$ cat src/rtl/tsc_multicycle_control_pkg.sv
// Shared encodings for the TSC multicycle controller: opcodes, funct codes,
// FSM states, datapath mux selects and the decoded instruction-class bundle.
package tsc_multicycle_control_pkg;

    localparam logic [3:0] OP_BNE = 4'd0;
    localparam logic [3:0] OP_BEQ = 4'd1;
    localparam logic [3:0] OP_BGZ = 4'd2;
    localparam logic [3:0] OP_BLZ = 4'd3;
    localparam logic [3:0] OP_ADI = 4'd4;
    localparam logic [3:0] OP_ORI = 4'd5;
    localparam logic [3:0] OP_LHI = 4'd6;
    localparam logic [3:0] OP_LWD = 4'd7;
    localparam logic [3:0] OP_SWD = 4'd8;
    localparam logic [3:0] OP_JMP = 4'd9;
    localparam logic [3:0] OP_JAL = 4'd10;
    localparam logic [3:0] OP_ALU = 4'd15;

    localparam logic [5:0] FN_ADD = 6'd0;
    localparam logic [5:0] FN_SUB = 6'd1;
    localparam logic [5:0] FN_AND = 6'd2;
    localparam logic [5:0] FN_ORR = 6'd3;
    localparam logic [5:0] FN_NOT = 6'd4;
    localparam logic [5:0] FN_TCP = 6'd5;
    localparam logic [5:0] FN_SHL = 6'd6;
    localparam logic [5:0] FN_SHR = 6'd7;
    localparam logic [5:0] FN_JPR = 6'd25;
    localparam logic [5:0] FN_JRL = 6'd26;
    localparam logic [5:0] FN_WWD = 6'd28;
    localparam logic [5:0] FN_HLT = 6'd29;

    typedef enum logic [2:0] {
        S_IF   = 3'd0,
        S_ID   = 3'd1,
        S_EX   = 3'd2,
        S_MEM  = 3'd3,
        S_WB   = 3'd4,
        S_HALT = 3'd5
    } state_t;

    localparam logic [1:0] REG_DST_RT  = 2'b00;
    localparam logic [1:0] REG_DST_RD  = 2'b01;
    localparam logic [1:0] REG_DST_R2  = 2'b10;

    localparam logic [1:0] ALU_B_RT    = 2'b00;
    localparam logic [1:0] ALU_B_ONE   = 2'b01;
    localparam logic [1:0] ALU_B_IMM   = 2'b10;
    localparam logic [1:0] ALU_B_BOFF  = 2'b11;

    localparam logic [1:0] PC_SRC_ALU    = 2'b00;
    localparam logic [1:0] PC_SRC_ALUOUT = 2'b01;
    localparam logic [1:0] PC_SRC_JUMP   = 2'b10;
    localparam logic [1:0] PC_SRC_RS     = 2'b11;

    typedef struct packed {
        logic is_rtype;
        logic is_imm;
        logic is_load;
        logic is_store;
        logic is_branch;
        logic is_jump;
        logic is_jal;
        logic is_jpr;
        logic is_jrl;
        logic is_wwd;
        logic is_hlt;
    } inst_class_t;

endpackage

$ cat src/rtl/tsc_multicycle_control_inst_decode.sv
// Combinational opcode/funct decode into one-hot instruction-class flags;
// undefined encodings decode to all-zero.
module tsc_inst_decode
    import tsc_multicycle_control_pkg::*;
(
    input  logic [3:0]  opcode,
    input  logic [5:0]  funct,
    output inst_class_t cls
);

    inst_class_t cls_s;

    // Classify the current instruction
    always_comb begin
        cls_s = '0;
        case (opcode)
            OP_BNE, OP_BEQ, OP_BGZ, OP_BLZ: cls_s.is_branch = 1'b1;
            OP_ADI, OP_ORI, OP_LHI:         cls_s.is_imm    = 1'b1;
            OP_LWD:                         cls_s.is_load   = 1'b1;
            OP_SWD:                         cls_s.is_store  = 1'b1;
            OP_JMP:                         cls_s.is_jump   = 1'b1;
            OP_JAL:                         cls_s.is_jal    = 1'b1;
            OP_ALU: begin
                case (funct)
                    FN_ADD, FN_SUB, FN_AND, FN_ORR,
                    FN_NOT, FN_TCP, FN_SHL, FN_SHR: cls_s.is_rtype = 1'b1;
                    FN_JPR:                         cls_s.is_jpr   = 1'b1;
                    FN_JRL:                         cls_s.is_jrl   = 1'b1;
                    FN_WWD:                         cls_s.is_wwd   = 1'b1;
                    FN_HLT:                         cls_s.is_hlt   = 1'b1;
                    default:                        cls_s          = '0;
                endcase
            end
            default: cls_s = '0;
        endcase
    end

    assign cls = cls_s;

endmodule

$ cat src/rtl/tsc_multicycle_control.sv
// Multicycle control FSM for the 16-bit TSC datapath: sequences IF/ID/EX/MEM/WB,
// drives datapath strobes, waits on memory ready, tracks halt and retired count.
module tsc_multicycle_control
    import tsc_multicycle_control_pkg::*;
#(
    parameter int WORD_W     = 16,
    parameter int NUM_INST_W = 16
) (
    input  logic                  clk,
    input  logic                  reset,
    input  logic [3:0]            opcode,
    input  logic [5:0]            funct,
    input  logic                  input_ready,
    output logic                  pc_write,
    output logic                  pc_write_cond,
    output logic                  i_or_d,
    output logic                  mem_read,
    output logic                  mem_write,
    output logic                  ir_write,
    output logic                  reg_write,
    output logic                  mem_to_reg,
    output logic [1:0]            reg_dst,
    output logic                  alu_op,
    output logic                  alu_src_a,
    output logic [1:0]            alu_src_b,
    output logic [1:0]            pc_source,
    output logic                  output_port,
    output logic                  is_halted,
    output logic [NUM_INST_W-1:0] num_inst
);

    // The opcode/funct field positions assume the 16-bit TSC instruction word.
    if (WORD_W != 16) begin : g_bad_word_w
        $error("tsc_multicycle_control supports WORD_W == 16 only");
    end

    localparam logic [NUM_INST_W-1:0] INST_ONE = {{(NUM_INST_W-1){1'b0}}, 1'b1};

    state_t                  state_q, state_d;
    logic [NUM_INST_W-1:0]   num_inst_q, num_inst_d;
    logic                    is_halted_q, is_halted_d;
    inst_class_t             cls_s;
    logic                    retire_s;

    tsc_inst_decode u_decode (
        .opcode (opcode),
        .funct  (funct),
        .cls    (cls_s)
    );

    // State, retire counter and halt flag registers
    always_ff @(posedge clk) begin
        if (reset) begin
            state_q     <= S_IF;
            num_inst_q  <= '0;
            is_halted_q <= 1'b0;
        end else begin
            state_q     <= state_d;
            num_inst_q  <= num_inst_d;
            is_halted_q <= is_halted_d;
        end
    end

    // Next-state logic
    always_comb begin
        state_d = state_q;
        case (state_q)
            S_IF: begin
                if (input_ready) state_d = S_ID;
                else             state_d = S_IF;
            end
            S_ID: begin
                if (cls_s.is_hlt)                      state_d = S_HALT;
                else if (cls_s.is_jump || cls_s.is_jal) state_d = S_IF;
                else                                   state_d = S_EX;
            end
            S_EX: begin
                if (cls_s.is_load || cls_s.is_store)     state_d = S_MEM;
                else if (cls_s.is_rtype || cls_s.is_imm) state_d = S_WB;
                else                                     state_d = S_IF;
            end
            S_MEM: begin
                if (!input_ready)       state_d = S_MEM;
                else if (cls_s.is_load) state_d = S_WB;
                else                    state_d = S_IF;
            end
            S_WB:    state_d = S_IF;
            S_HALT:  state_d = S_HALT;
            default: state_d = S_IF;
        endcase
    end

    // Retirement is any return to fetch from a later stage; HLT never returns.
    always_comb begin
        retire_s = (state_q != S_IF) && (state_q != S_HALT) && (state_d == S_IF);
        if (retire_s) num_inst_d = num_inst_q + INST_ONE;
        else          num_inst_d = num_inst_q;
        is_halted_d = (state_d == S_HALT);
    end

    // Datapath strobes per state; all forced low while reset is asserted
    always_comb begin
        pc_write      = 1'b0;
        pc_write_cond = 1'b0;
        i_or_d        = 1'b0;
        mem_read      = 1'b0;
        mem_write     = 1'b0;
        ir_write      = 1'b0;
        reg_write     = 1'b0;
        mem_to_reg    = 1'b0;
        reg_dst       = REG_DST_RT;
        alu_op        = 1'b0;
        alu_src_a     = 1'b0;
        alu_src_b     = ALU_B_RT;
        pc_source     = PC_SRC_ALU;
        output_port   = 1'b0;
        if (reset) begin
            pc_write = 1'b0;
        end else begin
            case (state_q)
                S_IF: begin
                    mem_read = 1'b1;
                    if (input_ready) begin
                        ir_write  = 1'b1;
                        pc_write  = 1'b1;
                        alu_src_b = ALU_B_ONE;
                        pc_source = PC_SRC_ALU;
                    end else begin
                        ir_write  = 1'b0;
                    end
                end
                S_ID: begin
                    alu_src_b = ALU_B_BOFF;
                    if (cls_s.is_jump || cls_s.is_jal) begin
                        pc_write  = 1'b1;
                        pc_source = PC_SRC_JUMP;
                    end else begin
                        pc_write  = 1'b0;
                    end
                    if (cls_s.is_jal) begin
                        reg_write = 1'b1;
                        reg_dst   = REG_DST_R2;
                    end else begin
                        reg_write = 1'b0;
                    end
                end
                S_EX: begin
                    if (cls_s.is_branch) begin
                        alu_src_a     = 1'b1;
                        pc_write_cond = 1'b1;
                        pc_source     = PC_SRC_ALUOUT;
                    end else if (cls_s.is_imm || cls_s.is_load || cls_s.is_store) begin
                        alu_op    = 1'b1;
                        alu_src_a = 1'b1;
                        alu_src_b = ALU_B_IMM;
                    end else if (cls_s.is_rtype || cls_s.is_wwd || cls_s.is_jpr || cls_s.is_jrl) begin
                        alu_op      = 1'b1;
                        alu_src_a   = 1'b1;
                        output_port = cls_s.is_wwd;
                        pc_write    = cls_s.is_jpr || cls_s.is_jrl;
                        reg_write   = cls_s.is_jrl;
                        if (cls_s.is_jpr || cls_s.is_jrl) pc_source = PC_SRC_RS;
                        else                              pc_source = PC_SRC_ALU;
                        if (cls_s.is_jrl) reg_dst = REG_DST_R2;
                        else              reg_dst = REG_DST_RT;
                    end else begin
                        alu_op = 1'b0;
                    end
                end
                S_MEM: begin
                    i_or_d    = 1'b1;
                    mem_read  = cls_s.is_load;
                    mem_write = cls_s.is_store;
                end
                S_WB: begin
                    reg_write  = 1'b1;
                    mem_to_reg = cls_s.is_load;
                    if (cls_s.is_rtype) reg_dst = REG_DST_RD;
                    else                reg_dst = REG_DST_RT;
                end
                S_HALT:  pc_write = 1'b0;
                default: pc_write = 1'b0;
            endcase
        end
    end

    assign is_halted = is_halted_q;
    assign num_inst  = num_inst_q;

endmodule

$ cat config.mk
export PLATFORM = sky130hd
export DESIGN_NAME = tsc_multicycle_control
export DESIGN_NICKNAME = d
export VERILOG_FILES = /design/src/rtl/tsc_multicycle_control_pkg.sv /design/src/rtl/tsc_multicycle_control_inst_decode.sv /design/src/rtl/tsc_multicycle_control.sv
export SDC_FILE = /design/constraint.sdc
export NUM_CORES = 1
export LEC_CHECK = 0
export BUFFER_PORTS_ARGS = -buffer_cell sky130_fd_sc_hd__buf_2
export CAP_MARGIN = 20
export CORE_UTILIZATION = 45
export DETAILED_ROUTE_END_ITERATION = 16
export GPL_TIMING_DRIVEN = 0
export PLACE_DENSITY = 0.72
export SYNTH_ARGS = -nofsm -noshare
export SYNTH_HDL_FRONTEND = slang
export SYNTH_SLANG_ARGS = --single-unit
$ cat constraint.sdc
create_clock -name clk -period 4.95 [get_ports clk]
set_input_delay 0.495 -clock clk [delete_from_list [all_inputs] [get_ports clk]]
set_output_delay 0.495 -clock clk [all_outputs]
set_load 0.01 [all_outputs]
Yosys cells after proc, flatten, opt, wreduce, memory -nomap -nowiden --
Index checks and enable logic that the tools add are counted.
Word-level totals: bits in registers 20, input bits 13, output and inout bits 34, logic and storage cells 132
Operators by class: $add $sub $neg 1, equality and inequality tests 29, muxes and demuxes 80, reductions and logical operators 19
Operator list (count):
- $mux 1 | 51
- $mux 2 | 16
- $eq 6x3->1 const B | 4
- $eq 6x5->1 const B | 4
- $add 16x1->16 const B | 1
- $eq 4x3->1 const B | 4
- $eq 4x4->1 const B | 4
- $mux 3 | 5
- $pmux 3 s5 | 1
- $eq 6x2->1 const B | 2
- $pmux 2 s3 | 2
- $eq 3x3->1 const B | 3
- $logic_or 1x1->1 | 9
- $eq 4x2->1 const B | 2
- $reduce_or 8->1 | 1
- $eq 3x2->1 const B | 2
- $eq 6x1->1 const B | 1
- $logic_not 3->1 | 2
- $logic_not 6->1 | 1
- $pmux 1 s3 | 2
- $eq 4x1->1 const B | 1
- $logic_not 4->1 | 1
- $mux 4 | 1
- $pmux 2 s2 | 1
- 7 further kinds | 8

Depth between registers and ports, before layout --
word-level depth 12, gate-level depth with buffers 8, mapped depth without buffers 6

By module --
From an unflattened synthesis, not the netlist that was laid out.
Unflattened totals: cell total of the unflattened synthesis 174, area total of the unflattened synthesis 1495.2 sq um
By module, submodules not included:
- tsc_multicycle_control | times used 1, cells an instance 154, area each 1365.1 sq um, seq. area each 400.4 sq um
- tsc_inst_decode | times used 1, cells an instance 20, area each 130.1 sq um, seq. area each 0.0 sq um

Worst setup path before layout --
No wires, ideal clock.
path kind input-to-output, start in opcode[1], end out pc_write, arrival 1915 ps, data required time 4455 ps, path slack 2540 ps, cell stages on the path 6, buffers on the path 1, cells stage by stage buf_2 > nand3_1 > or2_2 > nor3_1 > nand3b_1 > a311oi_1
Between the ends: cells in the longest elaborated chain, start to end 10, elaborated cells on any way between the ends 35, those cells by class eq/ne (11); mux (14); reduce/logical (10)
RTL lines:
- start, declared | line tsc_multicycle_control.sv:11 | input logic [3:0] opcode,
- $eq 4x4->1 | line tsc_multicycle_control_inst_decode.sv:16 | case (opcode)
- $mux 1 / $mux 4 (equally long branches) | line tsc_multicycle_control_inst_decode.sv:16
- $logic_or 1x1->1 (3 in series) | line tsc_multicycle_control.sv:156 | end else if (cls_s.is_rtype || cls_s.is_wwd || cls_s.is_jpr || cls_s.is_jrl) begin
- $mux 1 | line tsc_multicycle_control.sv:156
- $mux 1 | line tsc_multicycle_control.sv:152 | end else if (cls_s.is_imm || cls_s.is_load || cls_s.is_store) begin
- $mux 1 | line tsc_multicycle_control.sv:148 | if (cls_s.is_branch) begin
- $pmux 1 s3 (*) | line tsc_multicycle_control.sv:120 | case (state_q)
- $mux 1 (*) | line tsc_multicycle_control.sv:117 | if (reset) begin
- end, declared | line tsc_multicycle_control.sv:14 | output logic pc_write,
Every way passes the cells marked *; elsewhere a longest branch is shown, timed or not.

Worst setup path in the final report --
start in opcode[2], end out pc_write
Same word-level chain as after synthesis.

==> results.md <==
- Yosys cell types: 45
- Post-synth top area cell: dfxtp_1
- Clk root buf: clkbuf_4
- Post-DR vias/cell: 5.52
- P&R area growth vs syn: 21.4%
- Port-buffer cells: 43
- CP Max Fanout: 10
- Asr flop ratio synth: 0%
- Maximum VDD drop: between 0.00015 and 0.0002 V
- Yosys warning count: 0
- Setup bufs post-CTS: 0
- Total gr overflow: 0
- Post-CTS sizing: 0
- Clock Path Buffers: 2
- Final nets: between 200 and 300
- Largest net degree at the start of global routing: 12
- Slew @ Worst Pin: 708 ps
- Area post-placement: between 0.0015 and 0.002 mm²
- Outcome: finished, final reports clean
- Power density over cell area: 199 mW/mm²
- Top_reg_cell synth: dfxtp_1
- Area of the mapped netlist: ~0.0014 mm²
- Critical Path Sink Type: primary output
- Initial antenna violation count: 0
- Clock slew at reported path FFs: between 100 and 150 ps
- R2R setup slack: about 2700 ps
- Via count: between 1,500 and 2,000
- Post-synth top cells: dfxtp_1 (20), a21oi_1 (16), nor2_1 (16), o21ai_0 (12), nand2_1 (10)
- Total track usage: approximately 22%
- Critical R2R Launch: state_q[1]
- Area of the core: 0.00303 mm²
- WHS Path Cells: 2
- Synthesized instance count: around 190
- Pwr Total: 0.347 mW
- FF+latch count, synth: 20
- Slew headroom: approximately 52%
- Setup TNS: 0 ps
- Post-route ant nets: 0
- Placement Rows: 20
- Hold path endpoint: num_inst[1]
- Critical setup path kind: in -> out
- Count leader, synth: dfxtp_1
- Initial DRC count: 94
- RSZ-0062 raised after global routing: no
- Layout Skew: 5.51 ps
- Area of the die: between 0.003 and 0.004 mm²
- Post-route minimum period: 2730 ps
- Max Freq: 366 MHz
- Seq/Total Area, Yosys: between 20% and 30%
- Worst skew pair latency: ~300 ps
- Crit path DAT: around 2200 ps
- Die H: about 58 µm
- Final Slew Violations: 0
- Top cells by area, synth: dfxtp_1 (28%), a21oi_1 (5.6%), o21ai_0 (4.2%), nor2_1 (4.2%), or3_1 (3.9%)
- Final Cell Area: 0.00174 mm²
- Syn_nets: about 200
- DRT Wirelength: 3540 µm
- Clock sink count: 20
- Worst Setup Start Kind: primary input
- Layout cell share with drive strength beyond 1: a little over a quarter
- Hold Crit Class: reg -> reg
- Worst R2R Path Depth: 7
- Placer's final routability congestion estimate: a little over 0.9
- TritonCTS clock tree: yes
- Mean Syn Cell Area: 7.59 µm²
- FF-to-FF End: num_inst[15]
- Max Cap Viol: 0
- H-tree depth: 1
- Setup-failing EPs final: 0
- Filler cells: 301
- DRC errors left: 0
- Worst EP required: about 4500 ps
- Die Wd: 58.5 µm
- Final std cells w/o fill: 280
- Leakage Power: 0.694 nW
- Hold Path Origin: num_inst[1]
- First drt pass iteration count: 4
- Hold_buf cts: 0
- First-pass GRT wire length: approximately 5900 µm
- WL per Instance: roughly 13 µm
- Detailed Place HPWL: around 2700 µm
- Top-area cell type share of the netlist area: between 20% and 30%
- Final period util: 55.1%
- Final core utilization: 57.5%
- Vias in the first global route: approximately 1,300
- Placed Instances: 276
- Starting Density: between 40% and 50%
- Fin. Hold Viols: 0
- Number of synthesized flops with an enable pin: 0
- Top Ports: between 40 and 50
- Diodes inserted: 0
- CTS buffer count: 3
-- through the flow --
stage / hold WS, ps / setup slack (ps)
2_1_floorplan: 508 / 2540
3_3_place_gp: 484 / 2290
3_5_place_dp: 490 / 2260
4_1_cts: 508 / 2260
5_1_grt: 538 / 2110
6_report: 511 / 2220
-- state kept, by name, indices dropped and copies added, names as in the netlist --
name / cells
is_halted: 1
num_inst: 16
state_q: 3
-- logic make-up after synthesis --
logic type | count (synthesis) | share of synthesized area (%)
adder cells (fa/ha/maj) | 1 | 0.872
AND/OR/NAND/NOR | 95 | 38.4
flip-flops | 20 | 27.9
XOR/XNOR | 3 | 1.83
AO/OA/AOI/OAI | 48 | 23.3
multiplexers | 1 | 0.785
buffers and inverters | 21 | 6.97
-- power breakdown --
group          internal (mW)  total [mW]  switching [mW]  leakage, nW
registers              0.165       0.169         0.00431        0.162
logic                 0.0338      0.0824          0.0486        0.512
clock network         0.0449      0.0958          0.0510       0.0210
-- cells in the final DEF, fill, tap and decap left out, drive strengths merged, types with 2 or more instances in the layout --
| master | instances |
|---|---|
| a21oi | 16 |
| and2 | 3 |
| and3 | 4 |
| buf | 51 |
| clkbuf | 9 |
| dfxtp | 20 |
| inv | 8 |
| nand2 | 10 |
| nand2b | 3 |
| nand3 | 8 |
| nand3b | 2 |
| nand4 | 5 |
| nand4b | 3 |
| nor2 | 16 |
| nor2b | 5 |
| nor3 | 9 |
| nor3b | 3 |
| nor4 | 3 |
| nor4b | 2 |
| o21a | 4 |
| o21ai | 12 |
| o31a | 2 |
| o31ai | 4 |
| or2 | 3 |
| or3 | 9 |
| or4 | 4 |
| xnor2 | 3 |
-- worst max-delay path: stages --
cell and delay (ps):
buf_2 90, buf_4 150, nand3_1 160, or2_2 360
nor3_1 340, nand3b_1 180, a311oi_1 300, buf_2 170
-- per-layer routing --
metal | up-vias | GRT usage (%) | share of wire (%)
li1 | 798 | - | -
met1 | 696 | 33.9 | 51
met2 | 50 | 30.9 | 44
met3 | 2 | 4.18 | 5.2
met4 | 0 | 4.08 | 0.28
met5 | - | 0 | 0
-- final cells by class --
cell class / instances / area (µm²) / area share, %
Multi-Input combinational cell: 148 / 935 / 53.7
Sequential cell: 20 / 400 / 23.0
Timing Repair Buffer: 43 / 215 / 12.4
Buffer: 13 / 70.1 / 4.02
Tap cell: 44 / 55.1 / 3.16
Clock buffer: 4 / 36.3 / 2.08
Inverter: 8 / 30.0 / 1.72
-- worst max path at each step --
stage              start       end  cells past startpoint
6_report       opcode[2]  pc_write                      8
3_3_place_gp   opcode[2]  pc_write                      8
3_5_place_dp   opcode[2]  pc_write                      8
4_1_cts        opcode[2]  pc_write                      8
2_1_floorplan  opcode[1]  pc_write                      6
5_1_grt        opcode[2]  pc_write                      8
Note: power is estimated with default switching activity, not from simulation.
